[src/rtl/seg_capture_pkg.sv]
// Shared constants, types and helpers for the seven-segment scan capture block.
package seg_capture_pkg;

  localparam int unsigned SEG_W      = 7;
  localparam int unsigned AN_W       = 4;
  localparam int unsigned BCD_W      = 4;
  localparam int unsigned NUM_DIGITS = 4;
  localparam int unsigned SLOT_W     = 2;
  localparam int unsigned VALUE_W    = 14;
  localparam int unsigned CNT_W      = 8;

  // Active-low segment codes, bit order {g,f,e,d,c,b,a}
  localparam logic [SEG_W-1:0] SEG_0     = 7'h40;
  localparam logic [SEG_W-1:0] SEG_1     = 7'h79;
  localparam logic [SEG_W-1:0] SEG_2     = 7'h24;
  localparam logic [SEG_W-1:0] SEG_3     = 7'h30;
  localparam logic [SEG_W-1:0] SEG_4     = 7'h19;
  localparam logic [SEG_W-1:0] SEG_5     = 7'h12;
  localparam logic [SEG_W-1:0] SEG_6     = 7'h02;
  localparam logic [SEG_W-1:0] SEG_7     = 7'h78;
  localparam logic [SEG_W-1:0] SEG_8     = 7'h00;
  localparam logic [SEG_W-1:0] SEG_9     = 7'h10;
  localparam logic [SEG_W-1:0] SEG_BLANK = 7'h7F;

  localparam logic [AN_W-1:0] AN_D0 = 4'b1110;
  localparam logic [AN_W-1:0] AN_D1 = 4'b1101;
  localparam logic [AN_W-1:0] AN_D2 = 4'b1011;
  localparam logic [AN_W-1:0] AN_D3 = 4'b0111;

  typedef enum logic [1:0] {
    ST_IDLE,
    ST_SETTLE,
    ST_HELD
  } state_t;

  typedef logic [NUM_DIGITS-1:0][BCD_W-1:0] bcd_digits_t;

  function automatic logic an_legal(input logic [AN_W-1:0] an);
    return (an == AN_D0) || (an == AN_D1) || (an == AN_D2) || (an == AN_D3);
  endfunction

  function automatic logic [SLOT_W-1:0] an_index(input logic [AN_W-1:0] an);
    logic [SLOT_W-1:0] idx;
    case (an)
      AN_D1:   idx = SLOT_W'(1);
      AN_D2:   idx = SLOT_W'(2);
      AN_D3:   idx = SLOT_W'(3);
      default: idx = SLOT_W'(0);
    endcase
    return idx;
  endfunction

  // Four BCD digits to binary; the maximum 9999 fits in VALUE_W bits.
  function automatic logic [VALUE_W-1:0] bcd_value(input bcd_digits_t d);
    return VALUE_W'(d[3]) * VALUE_W'(1000)
         + VALUE_W'(d[2]) * VALUE_W'(100)
         + VALUE_W'(d[1]) * VALUE_W'(10)
         + VALUE_W'(d[0]);
  endfunction

endpackage

[src/rtl/seg7_decode.sv]
// Active-low seven-segment pattern to BCD decoder with an invalid flag.
// SEG_CAPTURE_BLANK_EN: when defined, the all-off pattern decodes as 0.
module seg7_decode
  import seg_capture_pkg::*;
(
  input  logic [SEG_W-1:0] seg,
  output logic             invalid_c,
  output logic [BCD_W-1:0] bcd_c
);

  always_comb begin
    invalid_c = 1'b0;
    bcd_c     = '0;
    case (seg)
      SEG_0: bcd_c = BCD_W'(0);
      SEG_1: bcd_c = BCD_W'(1);
      SEG_2: bcd_c = BCD_W'(2);
      SEG_3: bcd_c = BCD_W'(3);
      SEG_4: bcd_c = BCD_W'(4);
      SEG_5: bcd_c = BCD_W'(5);
      SEG_6: bcd_c = BCD_W'(6);
      SEG_7: bcd_c = BCD_W'(7);
      SEG_8: bcd_c = BCD_W'(8);
      SEG_9: bcd_c = BCD_W'(9);
`ifdef SEG_CAPTURE_BLANK_EN
      // Leading-zero blanking shows nothing for a zero digit
      SEG_BLANK: bcd_c = BCD_W'(0);
`endif
      default: invalid_c = 1'b1;
    endcase
  end

endmodule

[src/rtl/seg_scan_capture.sv]
// Recovers BCD digits and their binary value from a multiplexed 4-digit
// seven-segment bus. SEG_CAPTURE_BLANK_EN selects blank-as-zero decoding.
module seg_scan_capture
  import seg_capture_pkg::*;
#(
  parameter int unsigned SETTLE = 2
) (
  input  logic                        clk,
  input  logic                        rst,
  input  logic [AN_W-1:0]             an_in,
  input  logic [SEG_W-1:0]            seg_in,
  output logic [NUM_DIGITS*BCD_W-1:0] digits,
  output logic [VALUE_W-1:0]          value,
  output logic                        frame_valid,
  output logic                        frame_err
);

  localparam logic [CNT_W-1:0] SETTLE_CNT = CNT_W'(SETTLE);
  localparam logic [CNT_W-1:0] CNT_ONE    = CNT_W'(1);

  state_t             state, state_n;
  logic [AN_W-1:0]    ref_an, ref_an_n;
  logic [SEG_W-1:0]   ref_seg, ref_seg_n;
  logic [CNT_W-1:0]   count, count_n;
  logic [NUM_DIGITS-1:0] mask, mask_n;
  logic               err, err_n;
  bcd_digits_t        staged, staged_n;
  logic               commit_v, commit_v_n;
  logic               commit_e, commit_e_n;

  logic               an_ok_c;
  logic               start_c;
  logic               capture_c;
  logic [SLOT_W-1:0]  slot_c;
  logic               dec_invalid_c;
  logic [BCD_W-1:0]   dec_bcd_c;

  assign an_ok_c = an_legal(an_in);
  assign slot_c  = an_index(an_in);

  seg7_decode u_decode (
    .seg       (seg_in),
    .invalid_c (dec_invalid_c),
    .bcd_c     (dec_bcd_c)
  );

  // Dwell qualification: one capture per stable run of SETTLE identical samples
  always_comb begin
    state_n   = state;
    ref_an_n  = ref_an;
    ref_seg_n = ref_seg;
    count_n   = count;
    start_c   = 1'b0;
    capture_c = 1'b0;
    unique case (state)
      ST_IDLE: begin
        count_n = '0;
        start_c = an_ok_c;
      end
      ST_SETTLE: begin
        if (!an_ok_c) begin
          state_n = ST_IDLE;
          count_n = '0;
        end else if ((an_in == ref_an) && (seg_in == ref_seg)) begin
          count_n = count + CNT_ONE;
          if (count_n == SETTLE_CNT) begin
            capture_c = 1'b1;
            state_n   = ST_HELD;
          end
        end else begin
          start_c = 1'b1;
        end
      end
      ST_HELD: begin
        if (an_in != ref_an) begin
          if (an_ok_c) begin
            start_c = 1'b1;
          end else begin
            state_n = ST_IDLE;
            count_n = '0;
          end
        end
      end
      default: begin
        state_n = ST_IDLE;
        count_n = '0;
      end
    endcase

    // A new dwell (from idle or an anode change) counts its first sample now
    if (start_c) begin
      ref_an_n  = an_in;
      ref_seg_n = seg_in;
      count_n   = CNT_ONE;
      if (SETTLE_CNT == CNT_ONE) begin
        capture_c = 1'b1;
        state_n   = ST_HELD;
      end else begin
        state_n = ST_SETTLE;
      end
    end
  end

  // Staging: write the slot, and hand a completed frame to the commit stage
  always_comb begin
    staged_n   = staged;
    mask_n     = mask;
    err_n      = err;
    commit_v_n = 1'b0;
    commit_e_n = 1'b0;
    if (capture_c) begin
      staged_n[slot_c] = dec_invalid_c ? '0 : dec_bcd_c;
      mask_n[slot_c]   = 1'b1;
      err_n            = err | dec_invalid_c;
      if (&mask_n) begin
        commit_v_n = ~err_n;
        commit_e_n = err_n;
        mask_n     = '0;
        err_n      = 1'b0;
      end
    end
  end

  always_ff @(posedge clk) begin
    if (rst) begin
      state    <= ST_IDLE;
      ref_an   <= '1;
      ref_seg  <= '1;
      count    <= '0;
      mask     <= '0;
      err      <= 1'b0;
      staged   <= '0;
      commit_v <= 1'b0;
      commit_e <= 1'b0;
    end else begin
      state    <= state_n;
      ref_an   <= ref_an_n;
      ref_seg  <= ref_seg_n;
      count    <= count_n;
      mask     <= mask_n;
      err      <= err_n;
      staged   <= staged_n;
      commit_v <= commit_v_n;
      commit_e <= commit_e_n;
    end
  end

  // Commit stage: staging still holds the finished frame; a capture this
  // same cycle lands in staging only after these outputs sample it.
  always_ff @(posedge clk) begin
    if (rst) begin
      digits      <= '0;
      value       <= '0;
      frame_valid <= 1'b0;
      frame_err   <= 1'b0;
    end else begin
      frame_valid <= commit_v;
      frame_err   <= commit_e;
      if (commit_v) begin
        digits <= staged;
        value  <= bcd_value(staged);
      end
    end
  end

endmodule

[config.mk]
export PLATFORM = sky130hd
export DESIGN_NAME = seg_scan_capture
export DESIGN_NICKNAME = d
export VERILOG_FILES = /design/src/rtl/seg_capture_pkg.sv /design/src/rtl/seg7_decode.sv /design/src/rtl/seg_scan_capture.sv
export SDC_FILE = /design/constraint.sdc
export NUM_CORES = 1
export LEC_CHECK = 0
export ABC_AREA = 1
export BUFFER_PORTS_ARGS = -buffer_cell sky130_fd_sc_hd__buf_2
export CAP_MARGIN = 25
export CORE_MARGIN = 10
export CORE_UTILIZATION = 60
export DETAILED_ROUTE_END_ITERATION = 7
export PLACE_DENSITY = 0.78
export SYNTH_ARGS = -nofsm -noshare
export SYNTH_HDL_FRONTEND = slang
export SYNTH_SLANG_ARGS = --single-unit
[constraint.sdc]
create_clock -name clk -period 5.8 [get_ports clk]
set_input_delay 1.45 -clock clk [delete_from_list [all_inputs] [get_ports clk]]
set_output_delay 1.45 -clock clk [all_outputs]
set_load 0.01 [all_outputs]
==> Word-level counts from Yosys, hierarchy flattened <==
Index checks and enable logic that the tools add are counted.
{ "classes": {"n_eq_ne": 28, "n_addsub": 4, "bitwise": 6, "muxes": 33, "n_reduce_logical": 15, "mul": 3, "n_lt_le_gt_ge": 2} }
{ "ops": {"columns": ["op", "n"], "rows": [
  ["one-hot mux 4 bit (9 select lines)", 1],
  ["2-to-1 mux 8 bit", 4],
  ["equality test 7 x 5 -> 1 bit (second input constant)", 3],
  ["equality test 7 bit (second input constant)", 3],
  ["bitwise mux 16 bit", 1],
  ["one-hot mux 8 bit (2 select lines)", 1],
  ["adder 14 x 11 -> 14 bit", 1],
  ["adder 14 x 4 -> 14 bit", 1],
  ["adder 14 x 8 -> 14 bit", 1],
  ["equality test 7 x 6 -> 1 bit (second input constant)", 2],
  ["2-to-1 mux 1 bit", 13],
  ["equality test 4 bit (second input constant)", 3],
  ["2-to-1 mux 4 bit", 3],
  ["inequality test 3 bit (second input constant)", 4],
  ["one-hot mux 2 bit (3 select lines)", 2],
  ["multiplier 4 x 7 -> 11 bit (second input constant)", 1],
  ["2-to-1 mux 2 bit", 5],
  ["AND reduction 5 bit", 2],
  ["OR reduction 10 bit", 1],
  ["multiplier 4 x 5 -> 9 bit (second input constant)", 1],
  ["adder 8 x 1 -> 8 bit (second input constant)", 1],
  ["demux 4 bit (select 2 bit)", 1],
  ["equality test 8 x 2 -> 1 bit (second input constant)", 1],
  ["inequality test 4 bit (second input constant)", 2],
  ["other kinds (24)", 33]
]} }
{ "totals": {"wordCells": 109, "ff_bits": 76} }

==> Longest topological paths before layout <==
{ "depth": {"depth_word": 10, "mapped_depth": 20, "mapped_depth_nobuf": 20} }

==> Cells and area by module <==
A second synthesis with hierarchy kept.
{ "unflattened": {"cells_unflattened": 708, "area_unflattened_um2": 5175.0} }
{ "by_module_without_submodules": {"columns": ["module", "cells_each", "n_inst", "area_each_um2"], "rows": [
  ["seg_scan_capture", 663, 1, 4963.5],
  ["seg7_decode", 45, 1, 211.5]
]} }

==> Worst setup path after synthesis <==
Ideal clock, no wire load.
{ "synth_timing": {"kind": "flip-flop to flip-flop", "startpoint": "register staged[13] in the netlist's numbering", "endpoint": "register value[13]", "synth_period_minus_slack_ns": 4.003, "path_slack_ns": 1.797, "required_time_ns": 5.691, "path_stages_with_launch": 21, "setup_time_ns": 0.109, "arrival_ns": 3.894, "cell_sequence": "dfxtp_1 > fa_1 > inv_1 > fa_1 > inv_1 > ha_1 > a21oi_1 > nand2_1 > xnor2_1 > inv_1 > ha_1 > ha_1 > ha_1 > nand2_1 > nor3_1 > nand3b_1 > nand4_1 > o21bai_1 > nand3_1 > nand2_1 > inv_1"} }
{ "synth_between": {"elab_chain_len": 4} }
{ "synth_lines": {"columns": ["element", "line_no", "rtl"], "rows": [
  ["start, declared", "seg_scan_capture.sv:27", "bcd_digits_t staged, staged_n;"],
  ["start signal, assigned", "seg_scan_capture.sv:142", "staged <= staged_n;"],
  ["multiplier 4 x 7 -> 11 bit", "seg_capture_pkg.sv:55", "return VALUE_W'(d[3]) * VALUE_W'(1000)"],
  ["adder 14 x 11 -> 14 bit", "seg_capture_pkg.sv:56", "+ VALUE_W'(d[2]) * VALUE_W'(100)"],
  ["adder 14 x 8 -> 14 bit", "seg_capture_pkg.sv:57", "+ VALUE_W'(d[1]) * VALUE_W'(10)"],
  ["adder 14 x 4 -> 14 bit", "seg_capture_pkg.sv:58", "+ VALUE_W'(d[0]);"],
  ["end signal, assigned", "seg_scan_capture.sv:161", "value <= bcd_value(staged);"],
  ["end, declared", "seg_scan_capture.sv:13", "output logic [VALUE_W-1:0] value,"]
]} }
No other way between the ends.
A chain may end at the register's enable or synchronous reset.

==> Final worst setup path <==
{ "layout_timing": {"startpoint": "register staged[14] in the netlist's numbering", "endpoint": "register value[13]"} }
The elaborated chain is that of the path after synthesis.

==> metrics <==
outcome finished clean; Post-synth ARST share 0%; htree depth 3; Avg WL per Cell 12.98 µm; setup violators final 0; FF-to-FF path depth 20; Final Max Tran Viols 0; Post-Synth XOR/XNOR Area 3.528%; worst reg-to-reg setup slack 1.47 ns; Die Wd 113.2 µm; synth-to-layout area growth 9.983%; clock tree sinks 75; dominant cell by count in the synthesized netlist nand2_1; Slew @ Worst Pin 0.9139 ns; Synth area leader dfxtp_1; DRC 0; hold endpoint frame_err; initial antenna violation count 0; PortBufs 44; Total GRT Usage 17.94%; RSZ-0062 raised after global routing no; simple-gate share of the synthesized area 26.40%; CTS root buffer clkbuf_8; Ys Warns 0; die area 12820 µm²; Fillers 718; Iter 0 DRT Violations 263; Initial DRT Pass Iterations 5; multiplexer share of the synthesized area 0%; ratio of cells with drive above 1 in the final layout 11.29%; Switch Pwr 0.2976 mW; final hold vios 0; post-synthesis register bit count 75; Post-Route Skew 0.01597 ns; Final HPWL DP 8646 µm; Rel. slew slack 38.22%; Max Freq 230.9 MHz; Clock Pin Slew Worst Setup and Hold Paths 0.09 ns; final antenna-violating net count 0; Antenna diodes 0; adder-cell share of the synthesized area 19.97%; largest family of logic cells by synthesized area simple AND/OR/NAND/NOR gates; Synth top area share 28.80%; first-pass GRT wire length 19590 µm; Final Cell Area 5734 µm²; syn_nets 803; area of the core 8341 µm²; largest cells by area after synthesis dfxtp_1 (29%), ha_1 (13%), nand2_1 (11%), inv_1 (8.4%), nor2_1 (6.6%); hold buffer count at CTS 0; grt ovf 0; CP arrival 4.59 ns; die height 113.2 µm; Commonest cells post-synth nand2_1 (151), inv_1 (116), nor2_1 (91), dfxtp_1 (75), ha_1 (56); Avg Synthesized Cell Area 7.272 µm²; origin of the critical flop-to-flop path staged[14]; Clock power frac 41.9%; Multi-input gate area 3164 µm²; Final GP Congestion 0.8487; vias in the first global route 4289; fin crit period 4.331 ns; P_leak 3.193 nW; hold path startpoint commit_e; # rows 33; Peak VDD IR 151.7 µV; Avg Vias per Cell 5.123; placement-stage cell area 5502 µm²; register cell area after layout 1501 µm²; Setup TNS Final 0 ns; Most used DFF post-synth dfxtp_1; power density over the cells 195.8 nW/µm²; worst skew pair latency 0.36 ns; Compound-Gate Fraction of Synth Area 10.80%; crit-path max FO 6; cell count after synthesis 717; Comb power frac 10.0%; Post-Syn Area 5214 µm²; Worst Path Required 6.06 ns; Setup Buffers After CTS 0; TritonCTS clock tree done; crit path launch type register; Critical R2R Capture value[13]; Resized cells post-CTS 0; clock tree buffer depth 2; Nets 843; register area share after synthesis 28.80%; Critical Setup Path Class reg2reg; TritonCTS Buffers 9; Post-synth EDFFs 0; crit end category register; period utilization 74.66%; post-synthesis cell type count 38; Net Sw Frac 26.51%; Hold Path Class reg2reg; total wire length 11250 µm; routed vias 4442; largest net degree at the start of global routing 53; utilization after layout 68.75%; max-cap violation count 0; Int Pwr 0.8251 mW; Initial Utilization 62.51%; Flop pwr share 48.1%; Ports 45; hold depth 2
[critical path: stages, from the launching register on]
cell      delay [ns]
dfxtp_1         0.39
fa_1            0.63
inv_1           0.08
fa_1            0.50
inv_1           0.04
ha_1            0.33
a21oi_1         0.14
nand2_1         0.12
xnor2_1         0.15
inv_1           0.06
ha_1            0.29
ha_1            0.29
ha_1            0.35
nand2_1         0.09
nor3_1          0.21
nand3b_1        0.12
nand4_1         0.13
o21bai_1        0.13
nand3_1         0.08
nand2_1         0.07
inv_1           0.03
[cell families (layout without fill, tap and decap cells)]
family                     Yosys count  in the layout
and+or+nand+nor                    304            304
buffers and inverters              141            186
AOI/OAI and AO/OA                  103            103
DFF                                 75             75
adders and majority gates           73             73
xor gates and xnor gates            21             21
[stage by stage]
step                      setup slack [ns]  hold slack (ns)  power, mW  cells
after floorplan                      1.797           0.3883     0.6362    717
after global placement               1.614           0.4006     0.6580    851
after detailed placement             1.474           0.3975     0.6631    851
after CTS                            1.462           0.4127      1.134    867
after global routing                 1.113           0.4256      1.175    867
final                                1.469           0.4106      1.123    867
[flip-flops by register name (all words and copies together) (netlist names), 2 cells and up]
name and count:
ref_an 4, ref_seg 7, value 13, staged 16
mask 4, state 2, count 8, digits 16
[per-layer routing]
metal	track usage (%)	up-vias	share of wire [%]	wire length, µm
met5	0	-	0	0
met4	5.161	0	1.2	138
met3	3.592	9	3.1	349
met2	32.37	59	53	5941
met1	20.86	2040	43	4820
li1	-	2334	-	-
[how the worst max path moves through the flow]
stage,depth (start not counted),to,from
CTS,20,value[13],staged[13]
finish,20,value[13],staged[14]
global placement,20,value[13],staged[14]
floorplan,20,value[13],staged[13]
detailed placement,20,value[13],staged[14]
global route,20,value[13],staged[13]
[cell type report]
| type | count | share of cell area [%] |
|---|---|---|
| inverters | 124 | 8.182 |
| flip-flops and latches | 75 | 26.18 |
| repair buffers | 46 | 4.102 |
| multi-input cells | 501 | 55.18 |
| clock buffers | 10 | 2.400 |
| clock inverters | 6 | 1.658 |
| well taps | 105 | 2.291 |
[cell usage in the layout (no fill, tap or decap), types with 4 or more instances in the layout]
cell and instances:
nand2_1 151, inv_1 116, nor2_1 91, dfxtp_1 75, ha_1 56, buf_2 44
a21oi_1 42, o21ai_0 41, nand3_1 28, fa_1 17, o211ai_1 12, xnor2_1 11
xor2_1 10, clkbuf_8 10, nor3_1 8, nand4_1 6, inv_2 5, nor2_8 5
nand2_2 4, o21bai_1 4
[power by group through the flow]
stage / Sequential, mW / Combinational, mW / Clock (mW)
after global placement: 0.551 / 0.107 / 0
after global routing: 0.542 / 0.129 / 0.504
after floorplan: 0.550 / 0.0865 / 0
after detailed placement: 0.552 / 0.111 / 0
final: 0.540 / 0.112 / 0.471
after CTS: 0.540 / 0.112 / 0.481
No activity file was read; power rests on OpenSTA's default activity.
